--- src/rtl/video_timing_meas.sv ---
// Measures horizontal/vertical timing of a sync+DE video stream and publishes
// the mode once STABLE_FRAMES identical complete frames have been observed.
module video_timing_meas #(
  parameter int unsigned STABLE_FRAMES = 2,
  parameter int unsigned H_TIMEOUT     = 4095,
  parameter int unsigned V_TIMEOUT     = 2047
) (
  input  logic        clk27,
  input  logic        reset_n,
  input  logic        HSYNC_in,
  input  logic        VSYNC_in,
  input  logic        DE_in,
  output logic [11:0] h_total,
  output logic [11:0] h_synclen,
  output logic [11:0] h_start,
  output logic [11:0] h_active,
  output logic [10:0] v_total,
  output logic [10:0] v_synclen,
  output logic [10:0] v_start,
  output logic [10:0] v_active,
  output logic        mode_valid,
  output logic        mode_changed
);

  localparam int unsigned HW = 12;
  localparam int unsigned VW = 11;
  localparam int unsigned SW = 3;
  localparam logic [HW-1:0] H_TO = HW'(H_TIMEOUT);
  localparam logic [VW-1:0] V_TO = VW'(V_TIMEOUT);
  localparam logic [SW-1:0] ST_N = SW'(STABLE_FRAMES);

  typedef enum logic [1:0] {NOSIG = 2'd0, ACQUIRE = 2'd1, LOCKED = 2'd2} state_e;

  state_e        state_q, state_d;
  logic [SW-1:0] stable_cnt_q, stable_cnt_d;

  logic          hs_q, hs_p_q, vs_q, vs_ls_q, de_q, de_p_q;
  logic [HW-1:0] h_cnt_q, de_cnt_q, ln_sync_q, ln_start_q, ln_act_q;
  logic          line_de_q;
  logic          f_first_q, f_incons_q, f_hcap_q, f_vcap_q;
  logic [HW-1:0] f_htot_q, f_hsync_q, f_hstart_q, f_hact_q;
  logic [VW-1:0] v_cnt_q, f_vsync_q, f_vstart_q, f_vact_q;
  logic [HW-1:0] p_htot_q, p_hsync_q, p_hstart_q, p_hact_q;
  logic [VW-1:0] p_vtot_q, p_vsync_q, p_vstart_q, p_vact_q;

  logic          hs_lead, hs_trail, de_rise, de_fall, frame_start, timeout;
  logic          take_h, take_v, cl_incons, same_prev, publish;
  logic [HW-1:0] line_len, cl_htot, cl_hsync, cl_hstart, cl_hact;
  logic [VW-1:0] cl_vtot, cl_vsync, cl_vstart, cl_vact;

  assign hs_lead     = hs_p_q & ~hs_q;
  assign hs_trail    = ~hs_p_q & hs_q;
  assign de_rise     = ~de_p_q & de_q;
  assign de_fall     = de_p_q & ~de_q;
  assign frame_start = hs_lead & ~vs_q & vs_ls_q;
  assign timeout     = (h_cnt_q == H_TO) | (v_cnt_q == V_TO);
  assign line_len    = h_cnt_q + 12'd1;

  // Frame totals including the line that ends at this HSYNC leading edge
  assign take_h    = line_de_q & ~f_hcap_q;
  assign take_v    = line_de_q & ~f_vcap_q;
  assign cl_htot   = f_first_q ? f_htot_q : line_len;
  assign cl_incons = f_incons_q | (f_first_q & (line_len != f_htot_q));
  assign cl_hsync  = take_h ? ln_sync_q  : f_hsync_q;
  assign cl_hstart = take_h ? ln_start_q : f_hstart_q;
  assign cl_hact   = take_h ? ln_act_q   : f_hact_q;
  assign cl_vtot   = v_cnt_q + 11'd1;
  assign cl_vsync  = f_vsync_q;
  assign cl_vstart = take_v ? v_cnt_q : f_vstart_q;
  assign cl_vact   = f_vact_q + (line_de_q ? 11'd1 : 11'd0);
  assign same_prev = (cl_htot == p_htot_q) && (cl_hsync == p_hsync_q) &&
                     (cl_hstart == p_hstart_q) && (cl_hact == p_hact_q) &&
                     (cl_vtot == p_vtot_q) && (cl_vsync == p_vsync_q) &&
                     (cl_vstart == p_vstart_q) && (cl_vact == p_vact_q);

  // Input sampling; syncs idle high so reset them inactive to avoid a false edge
  always_ff @(posedge clk27 or negedge reset_n) begin
    if (!reset_n) begin
      hs_q   <= 1'b1;
      hs_p_q <= 1'b1;
      vs_q   <= 1'b1;
      de_q   <= 1'b0;
      de_p_q <= 1'b0;
    end else begin
      hs_q   <= HSYNC_in;
      hs_p_q <= hs_q;
      vs_q   <= VSYNC_in;
      de_q   <= DE_in;
      de_p_q <= de_q;
    end
  end

  // Per-line horizontal measurement
  always_ff @(posedge clk27 or negedge reset_n) begin
    if (!reset_n) begin
      h_cnt_q    <= '0;
      de_cnt_q   <= '0;
      line_de_q  <= 1'b0;
      ln_sync_q  <= '0;
      ln_start_q <= '0;
      ln_act_q   <= '0;
    end else begin
      if (hs_lead) begin
        h_cnt_q   <= '0;
        de_cnt_q  <= de_q ? 12'd1 : 12'd0;
        line_de_q <= de_q;
      end else begin
        if (h_cnt_q != H_TO) h_cnt_q <= h_cnt_q + 12'd1;
        if (de_q) de_cnt_q <= de_cnt_q + 12'd1;
        line_de_q <= line_de_q | de_q;
      end
      if (hs_trail) ln_sync_q  <= line_len;
      if (de_rise)  ln_start_q <= line_len;
      if (de_fall)  ln_act_q   <= de_cnt_q;
    end
  end

  // Per-frame accumulation and snapshot of the previous complete frame
  always_ff @(posedge clk27 or negedge reset_n) begin
    if (!reset_n) begin
      vs_ls_q    <= 1'b0;
      v_cnt_q    <= '0;
      f_first_q  <= 1'b0;
      f_incons_q <= 1'b0;
      f_hcap_q   <= 1'b0;
      f_vcap_q   <= 1'b0;
      f_htot_q   <= '0;
      f_hsync_q  <= '0;
      f_hstart_q <= '0;
      f_hact_q   <= '0;
      f_vsync_q  <= '0;
      f_vstart_q <= '0;
      f_vact_q   <= '0;
      p_htot_q   <= '0;
      p_hsync_q  <= '0;
      p_hstart_q <= '0;
      p_hact_q   <= '0;
      p_vtot_q   <= '0;
      p_vsync_q  <= '0;
      p_vstart_q <= '0;
      p_vact_q   <= '0;
    end else if (hs_lead) begin
      vs_ls_q <= vs_q;
      if (frame_start) begin
        v_cnt_q    <= '0;
        f_first_q  <= 1'b0;
        f_incons_q <= 1'b0;
        f_hcap_q   <= 1'b0;
        f_vcap_q   <= 1'b0;
        f_htot_q   <= '0;
        f_hsync_q  <= '0;
        f_hstart_q <= '0;
        f_hact_q   <= '0;
        f_vsync_q  <= 11'd1;
        f_vstart_q <= '0;
        f_vact_q   <= '0;
        p_htot_q   <= cl_htot;
        p_hsync_q  <= cl_hsync;
        p_hstart_q <= cl_hstart;
        p_hact_q   <= cl_hact;
        p_vtot_q   <= cl_vtot;
        p_vsync_q  <= cl_vsync;
        p_vstart_q <= cl_vstart;
        p_vact_q   <= cl_vact;
      end else begin
        if (v_cnt_q != V_TO) v_cnt_q <= v_cnt_q + 11'd1;
        f_first_q  <= 1'b1;
        f_incons_q <= cl_incons;
        f_hcap_q   <= f_hcap_q | line_de_q;
        f_vcap_q   <= f_vcap_q | line_de_q;
        f_htot_q   <= cl_htot;
        f_hsync_q  <= cl_hsync;
        f_hstart_q <= cl_hstart;
        f_hact_q   <= cl_hact;
        f_vsync_q  <= f_vsync_q + (vs_q ? 11'd0 : 11'd1);
        f_vstart_q <= cl_vstart;
        f_vact_q   <= cl_vact;
      end
    end
  end

  always_ff @(posedge clk27 or negedge reset_n) begin
    if (!reset_n) begin
      state_q      <= NOSIG;
      stable_cnt_q <= '0;
    end else begin
      state_q      <= state_d;
      stable_cnt_q <= stable_cnt_d;
    end
  end

  // Lock qualification; timeout wins over a coincident frame start
  always_comb begin
    state_d      = state_q;
    stable_cnt_d = stable_cnt_q;
    if (timeout) begin
      state_d      = NOSIG;
      stable_cnt_d = '0;
    end else if (frame_start) begin
      case (state_q)
        NOSIG: begin
          state_d      = ACQUIRE;
          stable_cnt_d = '0;
        end
        ACQUIRE: begin
          if (!cl_incons && (stable_cnt_q != '0) && same_prev)
            stable_cnt_d = stable_cnt_q + 3'd1;
          else
            stable_cnt_d = cl_incons ? 3'd0 : 3'd1;
          if (stable_cnt_d >= ST_N) state_d = LOCKED;
        end
        LOCKED: begin
          if (cl_incons || !same_prev) begin
            state_d      = ACQUIRE;
            stable_cnt_d = cl_incons ? 3'd0 : 3'd1;
          end
        end
        default: begin
          state_d      = NOSIG;
          stable_cnt_d = '0;
        end
      endcase
    end
  end

  assign publish = (state_q != LOCKED) && (state_d == LOCKED);

  always_ff @(posedge clk27 or negedge reset_n) begin
    if (!reset_n) begin
      mode_valid   <= 1'b0;
      mode_changed <= 1'b0;
      h_total      <= '0;
      h_synclen    <= '0;
      h_start      <= '0;
      h_active     <= '0;
      v_total      <= '0;
      v_synclen    <= '0;
      v_start      <= '0;
      v_active     <= '0;
    end else begin
      mode_valid   <= (state_d == LOCKED);
      mode_changed <= (state_d == LOCKED) != (state_q == LOCKED);
      if (publish) begin
        h_total   <= cl_htot;
        h_synclen <= cl_hsync;
        h_start   <= cl_hstart;
        h_active  <= cl_hact;
        v_total   <= cl_vtot;
        v_synclen <= cl_vsync;
        v_start   <= cl_vstart;
        v_active  <= cl_vact;
      end
    end
  end

endmodule

--- config.mk ---
export PLATFORM = sky130hd
export DESIGN_NAME = video_timing_meas
export DESIGN_NICKNAME = d
export VERILOG_FILES = /design/src/rtl/video_timing_meas.sv
export SDC_FILE = /design/constraint.sdc
export NUM_CORES = 1
export LEC_CHECK = 0
export BUFFER_PORTS_ARGS = -buffer_cell sky130_fd_sc_hd__buf_4
export CAP_MARGIN = 30
export CORE_MARGIN = 5
export CORE_UTILIZATION = 55
export CTS_CLUSTER_DIAMETER = 80
export DETAILED_ROUTE_END_ITERATION = 10
export PLACE_DENSITY = 0.78
export SLEW_MARGIN = 20
export SYNTH_ARGS = -nofsm -noshare
export SYNTH_HDL_FRONTEND = slang
export SYNTH_SLANG_ARGS = --single-unit
--- constraint.sdc ---
create_clock -name clk27 -period 4.2 [get_ports clk27]
set_input_delay 1.05 -clock clk27 [delete_from_list [all_inputs] [get_ports clk27]]
set_output_delay 1.05 -clock clk27 [all_outputs]
set_load 0.01 [all_outputs]
### Word level (Yosys, flattened, before mapping)

Cells that the tools add are included.
Widths: inputs -> output; s select.

* input bits: 5
* memories kept: 0
* bits in latches: 0
* output and inout port bits: 94
* RAM bits: 0
* bits in registers: 354
* bits in read-only memories: 0
* word-level logic and storage cells: 153

* div/mod/pow operators: 0
* $add $sub $neg: 6
* muxes and demuxes: 40
* shifts and indexed selects: 0
* $mul: 0
* reductions and logical operators: 22
* bitwise operators: 21
* $lt $le $gt $ge: 1
* equal/unequal tests: 19

Operators with widths (count)
* $mux 12: 12
* $mux 11: 6
* $eq 12x12->1: 4
* $eq 11x11->1: 4
* $add 12x1->12 const B: 2
* $add 11x1->11: 2
* $mux 3: 7
* $eq 12x12->1 const B: 1
* $ne 12x12->1: 1
* $ne 12x12->1 const B: 1
* $add 11x1->11 const B: 1
* $eq 11x11->1 const B: 1
* $ne 11x11->1 const B: 1
* $logic_and 1x1->1: 10
* $and 1x1->1: 9
* $mux 1: 9
* $mux 2: 4
* $reduce_bool 2->1: 4
* $not 1->1: 7
* $pmux 2 s3: 1
* $pmux 3 s2: 1
* $reduce_and 2->1: 3
* $or 1x1->1: 5
* $eq 2x2->1 const B: 2
* other kinds (10): 11

### Depth between registers and ports, before layout

Gate-level depths: netlist of the first run.

* word-level depth: 23
* gate-level depth with buffers: 18
* gate-level depth less buffers: 14

### Worst setup path after synthesis of the first run

No wires, ideal clock.

* path kind: register to register
* start: register line_de_q
* end: register h_total[5]
* stages on the path, launching flop included: 17
* slack: -0.040 ns
* arrival time: 4.157 ns
* period minus slack after synthesis: 4.240 ns
* required time: 4.117 ns
* setup time: 0.083 ns
* buffers on the path: 3
* path through: dfrtp_1 ha_1 ha_1 xor2_1 nor4_1 nand4_1 or4_1 or4_4 a221oi_2 a31o_2 and2_1 ha_1 clkbuf_1 clkbuf_1 clkbuf_1 o21ai_0 o21ai_0

* elaborated cells between the ends (all ways): 35
* classes of those cells: 1 x add/sub; 1 x order compare; 6 x eq/ne; 14 x mux; 2 x bitwise; 11 x reduce/logical

RTL lines
* start: declaration: RTL line 39 `logic line_de_q;`
* start signal: assignment: RTL line 106 `line_de_q <= de_q;`
* start signal: assignment: RTL line 110 `line_de_q <= line_de_q | de_q;`
* $mux 1 (*): RTL line 70 `assign cl_vact = f_vact_q + (line_de_q ? 11'd1 : 11'd0);`
* $add 11x1->11 (*): RTL line 70
* net cl_vact[1]: RTL line 49 `logic [VW-1:0] cl_vtot, cl_vsync, cl_vstart, cl_vact;`
* $eq 11x11->1 (*): RTL line 74 `(cl_vstart == p_vstart_q) && (cl_vact == p_vact_q);`
* $logic_and 1x1->1 (*): RTL line 74
* $logic_and 1x1->1: RTL line 206 `if (!cl_incons && (stable_cnt_q != '0) && same_prev)`
* $mux 3: RTL line 206
* $mux 3: RTL line 200 `case (state_q)`
* [... 2 more ...]
* $ge 3x2->1: RTL line 210 `if (stable_cnt_d >= ST_N) state_d = LOCKED;`
* $mux 2: RTL line 210
* $pmux 2 s3 (*): RTL line 200
* $mux 2 (*): RTL line 199 `end else if (frame_start) begin`
* $mux 2 (*): RTL line 196 `if (timeout) begin`
* $eq 2x2->1 (*): RTL line 226 `assign publish = (state_q != LOCKED) && (state_d == LOCKED);`
* $logic_and 1x1->1 (*): RTL line 226
* net publish: RTL line 47 `logic take_h, take_v, cl_incons, same_prev, publish;`
* end signal: assignment: RTL line 244 `h_total <= cl_htot;`
* end: declaration: RTL line 13 `output logic [11:0] h_total,`

The timed path passes the listed nets; every way through them passes the cells marked *. The select of a mux whose other input is x is not followed.
A chain may end at the register's enable or synchronous reset.

### Final worst setup path of the first run

* start: register v_cnt_q[1]
* end: register h_active[0]

* word-level cells in the longest chain between the ends: 18
* elaborated cells between the ends (all ways): 25
* classes of those cells: 1 x add/sub; 1 x order compare; 4 x eq/ne; 10 x mux; 1 x bitwise; 8 x reduce/logical

Ends and longest elaborated chain
* start: declaration: RTL line 42 `logic [VW-1:0] v_cnt_q, f_vsync_q, f_vstart_q, f_vact_q;`
* start signal: assignment: RTL line 166 `if (v_cnt_q != V_TO) v_cnt_q <= v_cnt_q + 11'd1;`
* $add 11x1->11 (*): RTL line 67 `assign cl_vtot = v_cnt_q + 11'd1;`
* net cl_vtot[1]: RTL line 49
* $eq 11x11->1 (*): RTL line 73 `(cl_vtot == p_vtot_q) && (cl_vsync == p_vsync_q) &&`
* $logic_and 1x1->1 (*): RTL line 72 `(cl_hstart == p_hstart_q) && (cl_hact == p_hact_q) &&`
* $logic_and 1x1->1 (*) (2 in a row): RTL line 73
* $logic_and 1x1->1 (*): RTL line 74
* $logic_and 1x1->1: RTL line 206
* $mux 3: RTL line 206
* [... 3 more ...]
* $ge 3x2->1: RTL line 210
* $mux 2: RTL line 210
* $pmux 2 s3 (*): RTL line 200
* $mux 2 (*): RTL line 199
* $mux 2 (*): RTL line 196
* $eq 2x2->1 (*): RTL line 226
* $logic_and 1x1->1 (*): RTL line 226
* net publish: RTL line 47
* end signal: assignment: RTL line 247 `h_active <= cl_hact;`
* end: declaration: RTL line 16 `output logic [11:0] h_active,`

Marked as above.

==> reports/metrics.yaml, run 1 <==
status:
  status: "finished clean"
sta:
  fmax_mhz: 243.4
  tightestPinTransition_ns: 0.9035
  slew_headroom_pct: 39.36
  setup-violations-final: 0
  finClkSkew_ns: 0.01669
  whs_ns: 0.3966
  fin_crit_sh_pct: 97.81
  slew_viol_final: 0
  min_period_ns: 4.108
  final-hold-violation-count: 0
setup_path:
  crit_fanout: 25
  path_class: "reg2reg"
  cp_data_arrival_time_ns: 4.54
  critPathCaptureType: "flip-flop"
  crit_required_ns: 4.63
  cp-start-kind: "flip-flop"
yosys:
  synthFlopType: "dfrtp_1"
  syn-num-nets: 1704
  ys_warn_count: 0
  synth.most_common_cell: "dfrtp_1"
  synth_edf_count: 0
  netlist_top_cells_area: "dfrtp_1, nand2_1, o21ai_0"
  avgSynthCellArea_um2: 9.972
  synthArstFlopShare_pct: 100.0
  mappedNetlistArea_um2: 16800
  netlist.top_cell.by_area: "dfrtp_1"
  synth.top_cell.area_share_pct: 52.27
  seq_area_frac_synth_pct: 52.74
  syn_inst: 1685
  synth_cell_type_count: 84
  ys_ff_latch: 354
  synth_commonest_cells: "dfrtp_1, nand2_1, o21ai_0, nor2_1, a21oi_1"
clock_tree:
  cts_tree: "built"
  numCtsBuffers: 38
  cts_max_level: 2
  root_buffer: "clkbuf_16"
  holdBufCountCts: 0
  clockBufferDepth: 3
  cts.sinks: 354
  clk_latency_ns: 0.52
  clkTransAtPathRegs_ns: 0.06
global_routing:
  track_usage_pct: 27.09
  grt_pass1_wl_mm: 73.38
  grt_pass1_vias: 13430
  grt_overflow: 0
  grt_start_max_net_pins: 84
  antenna_found_initial: 2
pwr:
  netSwitchingFraction_pct: 31.15
  seq_power_share_pct: 42.8
  combPwrFrac_pct: 22.7
  peakVddDrop_v: 0.0002631
  p_per_area_nw_per_um2: 489.7
  intPower_w: 0.006747
  power_leakage_nw: 9.318
  clockPowerShare_pct: 34.5
  switching_power_w: 0.003053
place:
  port_buffers: 98
  routabilityCongestion: 0.9464
  dp_hpwl_mm: 32.05
  placed_cells: 2177
floorplanning:
  die_h_um: 184.8
  pin_count: 99
  fp-row-count: 64
  coreArea_um2: 30350
  die_w_um: 184.8
  dieArea_um2: 34150
  initial_utilization_pct: 55.36
routing:
  via_per_inst: 5.987
  wl_per_cell_um: 20.82
  drt_pass1_iterations: 5
  vias: 13500
  remaining_drc_errors: 0
  drt-initial-drc-count: 1314
  ant_nets: 0
  routed_wl_mm: 46.94
layout:
  area_growth_pct: 19.10
  drive_gt1_share_pct: 18.61
  finish.net_count: 1849
  fin_cells: 2255
  num_antenna_cells: 0
flow_run:
  maxCapViolCount: 0
min_path:
  min_path_type: "reg2reg"
[cell families (layout without fill, tap and decap cells)]
kind of cell | Yosys count | count (layout) | synth area share [%]
compound gates | 422 | 422 | 15.40
xor+xnor | 127 | 127 | 6.747
fa+ha+maj | 14 | 14 | 1.043
buf+inv | 152 | 326 | 3.753
flops | 354 | 354 | 52.74
mux | 91 | 91 | 5.786
simple gates | 525 | 525 | 14.53
[per-stage QoR]
step	utilization [%]	TNS, ns	power [W]	setup WS, ns	instance area, µm²
final	65.94	0	0.009800	0.09188	20010
after global routing	65.94	-0.7854	0.01023	-0.09822	20010
after CTS	65.20	0	0.009751	0.003213	19790
after detailed placement	61.02	-0.05044	0.006359	-0.03264	18520
after global placement	61.02	0	0.006301	0.1248	18520
after floorplan	-	0	0.005455	0.008153	16800
[power groups by stage]
stage | Combinational [W] | Sequential, W | Clock (W)
finish | 0.00222 | 0.00420 | 0.00338
global route | 0.00241 | 0.00425 | 0.00357
CTS | 0.00216 | 0.00418 | 0.00342
detailed placement | 0.00212 | 0.00424 | 0
global placement | 0.00209 | 0.00421 | 0
floorplan | 0.00137 | 0.00409 | 0
[worst max-delay path, stage by stage, from the launching register on]
cell and delay [ns]:
dfrtp_1 0.44, ha_1 0.36, xor2_1 0.20, nor4_1 0.33, o2111ai_1 0.19, or4_4 0.52
or4_4 0.57, a221oi_2 0.20, a31o_2 0.19, and2_4 0.16, ha_4 0.28, buf_12 0.18
buf_16 0.16, nor2_1 0.06, a21oi_1 0.18
[per-layer routing]
metal	part of all wire [%]	wire length, µm	global-route usage (%)	vias up
li1	-	-	-	6157
met1	41	19460	36.97	6690
met2	47	22290	43.79	542
met3	7.6	3561	5.361	108
met4	3.4	1606	9.395	4
met5	0.049	23	0	-
[cells in the final DEF, fill, tap and decap left out, drive strengths merged, types with 5 or more instances in the layout]
cell type	n
dfrtp	351
nand2	225
buf	202
o21ai	164
nor2	142
a21oi	120
xor2	63
xnor2	63
clkbuf	62
inv	52
a22o	48
mux2i	48
mux2	43
nand3	25
nor4	20
nand2b	17
nand4	17
and3	16
ha	14
nor3	13
nor2b	12
or3	9
o22ai	9
a31oi	8
o2111ai	7
a22oi	6
o31ai	6
o211ai	6
a221oi	6
clkinv	6
nor3b	5
and2	5
[final cells by class]
type                            instances  area, µm²
Multi-Input combinational cell       1179       7395
Inverter                               50      187.7
Fill cell                            2310      10340
Sequential cell                       354       8864
Tap cell                              396      495.5
Timing Repair Buffer                  207       1815
Clock inverter                         12      151.4
Clock buffer                           57       1104
[final timing paths]
check / startpoint / to / slack, ns / depth (start not counted)
worst max-delay path: v_cnt_q[1] / h_active[0] / 0.09 / 14
worst min-delay path: hs_q / hs_p_q / 0.40 / 0
worst max register to register: v_cnt_q[1] / h_active[0] / 0.09 / 14
worst min register to register: hs_q / hs_p_q / 0.40 / 0
max in group asynchronous: reset_n / v_synclen[8] / 2.74 / 2
min in group asynchronous: reset_n / de_cnt_q[6] / 0.47 / 1
[sequential cells by signal, indices dropped and copies added, names as in the netlist, 12 cells and up]
name,cells
h_start,12
f_hact_q,12
f_hstart_q,12
p_hact_q,12
f_hsync_q,12
h_active,12
h_total,12
p_hstart_q,12
ln_start_q,12
h_synclen,12
p_htot_q,12
ln_sync_q,12
p_hsync_q,12
ln_act_q,12
f_htot_q,12
de_cnt_q,12
h_cnt_q,12
[what timing repair did]
item | 4_1_cts | 5_1_grt
resized for setup | 2 | 14
setup buffers | 0 | 1
cloned | 0 | 6
setup endpoints to repair | 30 | 90
pin swaps | 0 | 3
No activity file was read; power rests on OpenSTA's default activity.
==> inputs of run 2 (changes only) <==
Settings changed: RECOVER_POWER set to 25, SLEW_MARGIN 20 to not set.
==> reports/metrics.yaml, run 2 (synthesis gave the netlist of run 1 again) <==
clock_tree:
  cts.sinks: 354  # unchanged
  holdBufCountCts: 0  # unchanged
  cts_max_level: 2  # unchanged
  clockBufferDepth: 3  # unchanged
  clk_latency_ns: 0.52  # about the same
  cts_tree: "built"
  root_buffer: "clkbuf_16"
  clkTransAtPathRegs_ns: 0.07  # about the same
  numCtsBuffers: 38  # unchanged
layout:
  final_area_um2: 19950  # -0.31%
  finish.net_count: 1847  # -0.11%
  fin_util_pct: 65.73  # -0.21 points
  final_common_cell: "dfrtp_1"
  drive_gt1_share_pct: 18.47  # -0.14 points
  layout_common_cells: "dfrtp_1, nand2_1, buf_4, o21ai_0, nor2_1"
  num_antenna_cells: 0  # unchanged
  area_growth_pct: 18.73
sta:
  fin_crit_sh_pct: 97.75  # about the same
  tightestPinTransition_ns: 1.816  # +0.9125 ns
  worst_slack_ns: 0.09455  # +0.002668 ns
  fmax_mhz: 243.6  # about the same
  slew_headroom_pct: -21.07  # -60 points
  slew_viol_final: 216  # +216
  final-hold-violation-count: 0  # unchanged
  whs_ns: 0.4296  # +0.03302 ns
  min_period_ns: 4.105  # -0.002669 ns
  setup-violations-final: 0  # unchanged
  finClkSkew_ns: 0.01506  # -0.001634 ns
global_routing:
  grt_pass1_wl_mm: 73.38  # unchanged
  track_usage_pct: 27.09  # unchanged
  antenna_found_initial: 2  # unchanged
  grt_overflow: 0  # unchanged
  grt_start_max_net_pins: 84  # unchanged
  grt_pass1_vias: 13430  # unchanged
place:
  port_buffers: 98  # unchanged
  place_ws_ns: -0.03264  # unchanged
  routabilityCongestion: 0.9464  # unchanged
  placed_area_um2: 18520  # unchanged
  dp_hpwl_mm: 32.05  # unchanged
setup_path:
  crit_required_ns: 4.63  # about the same
  crit_fanout: 25  # unchanged
  crit_family: "simple AND/OR/NAND/NOR gates"
  slowest_delay_ns: 0.57  # about the same
  cp-start-kind: "flip-flop"
  cp_data_arrival_time_ns: 4.54  # about the same
  cp_cell_sequence: "ha_1 > xor2_1 > nor4_1 > o2111ai_1 > or4_4 > or4_4 > a221oi_2 > a31o_2 > and2_4 > ha_4 > buf_12 > buf_16 > nor2_1 > a21oi_1"
  crit_slowest_cell: "or4_4"
  cp_num_buf_inv: 2  # unchanged
  crit_path_frequent_cell: "or4_4"
  path_class: "reg2reg"
  critPathCaptureType: "flip-flop"
pwr:
  power_leakage_nw: 9.291  # -0.29%
  power.total_w: 0.009793  # about the same
  combPwrFrac_pct: 22.7  # about the same
  peakVddDrop_v: 0.0002627  # -0.14%
  intPower_w: 0.006741  # about the same
  seq_power_share_pct: 42.9  # about the same
  p_per_area_nw_per_um2: 490.9  # +0.24%
  netSwitchingFraction_pct: 31.16  # about the same
  clockPowerShare_pct: 34.4  # about the same
  switching_power_w: 0.003052  # about the same
routing:
  ant_nets: 0  # unchanged
  wl_per_cell_um: 20.79  # -0.12%
  vias: 13520  # +0.12%
  drt_pass1_iterations: 5  # unchanged
  via_per_inst: 6.000  # +0.21%
  remaining_drc_errors: 0  # unchanged
  routed_wl_mm: 46.84  # -0.20%
  drt-initial-drc-count: 1298  # -1.2%
flow_run:
  maxCapViolCount: 3  # +3
floorplanning:
  coreArea_um2: 30350  # unchanged
  die_h_um: 184.8  # unchanged
  initial_utilization_pct: 55.36  # unchanged
  dieArea_um2: 34150  # unchanged
  pin_count: 99  # unchanged
  die_w_um: 184.8  # unchanged
  fp-row-count: 64  # unchanged
status:
  status: "complete, but fails checks"
  violations: "max-capacitance violations, max-slew violations"
min_path:
  min_path_type: "reg2reg"
[run 2: cell count changes in the layout (fill, tap and decap cells not counted), sizes merged]
cell,delta
buf,-7
clkbuf,+5
[run 2: what timing repair did]
| item | 4_1_cts | 5_1_grt |
|---|---|---|
| gates resized for setup | 2 | 14 |
| gates cloned | 0 | 6 |
| setup endpoints to repair | 30 | 90 |
| setup buffers | 0 | 1 |
| pin swaps | 0 | 3 |
[run 2: final cells by class]
class	instances	area, µm²
Fill cell	2320	10400
Sequential cell	354	8864
Multi-Input combinational cell	1179	7395
Timing Repair Buffer	205	1753
Clock buffer	57	1104
Tap cell	396	495.5
Inverter	50	187.7
Clock inverter	12	151.4
[run 2: metrics by stage]
step                      instances   TNS, ns
final                          2253         0
after global routing           2253   -0.7854
after CTS                      2246         0
after detailed placement       2177  -0.05044
after global placement         2177         0
after floorplan                1685         0
[run 2: power by group through the flow]
stage	registers, W	clock network, W	logic, W
final	0.00420	0.00337	0.00222
after global routing	0.00425	0.00357	0.00241
after CTS	0.00418	0.00342	0.00216
after detailed placement	0.00424	0	0.00212
after global placement	0.00421	0	0.00209
after floorplan	0.00409	0	0.00137
[run 2: per-layer routing]
| metal | GRT usage [%] | vias up | share of wire (%) |
|---|---|---|---|
| met5 | 0 | - | 0.049 |
| met4 | 9.395 | 4 | 3.6 |
| met3 | 5.361 | 117 | 7.6 |
| met2 | 43.79 | 541 | 47 |
| met1 | 36.97 | 6690 | 42 |
| li1 | - | 6165 | - |
[run 2: worst paths after layout]
kind                                  from           to  slack [ns]  cells past startpoint
min in group asynchronous          reset_n  de_cnt_q[6]        0.99                      1
worst max-delay path            v_cnt_q[1]  h_active[0]        0.09                     14
worst min register to register        hs_q       hs_p_q        0.43                      0
worst min-delay path                  hs_q       hs_p_q        0.43                      0
max in group asynchronous          reset_n   h_total[7]        0.77                      2
worst max register to register  v_cnt_q[1]  h_active[0]        0.09                     14
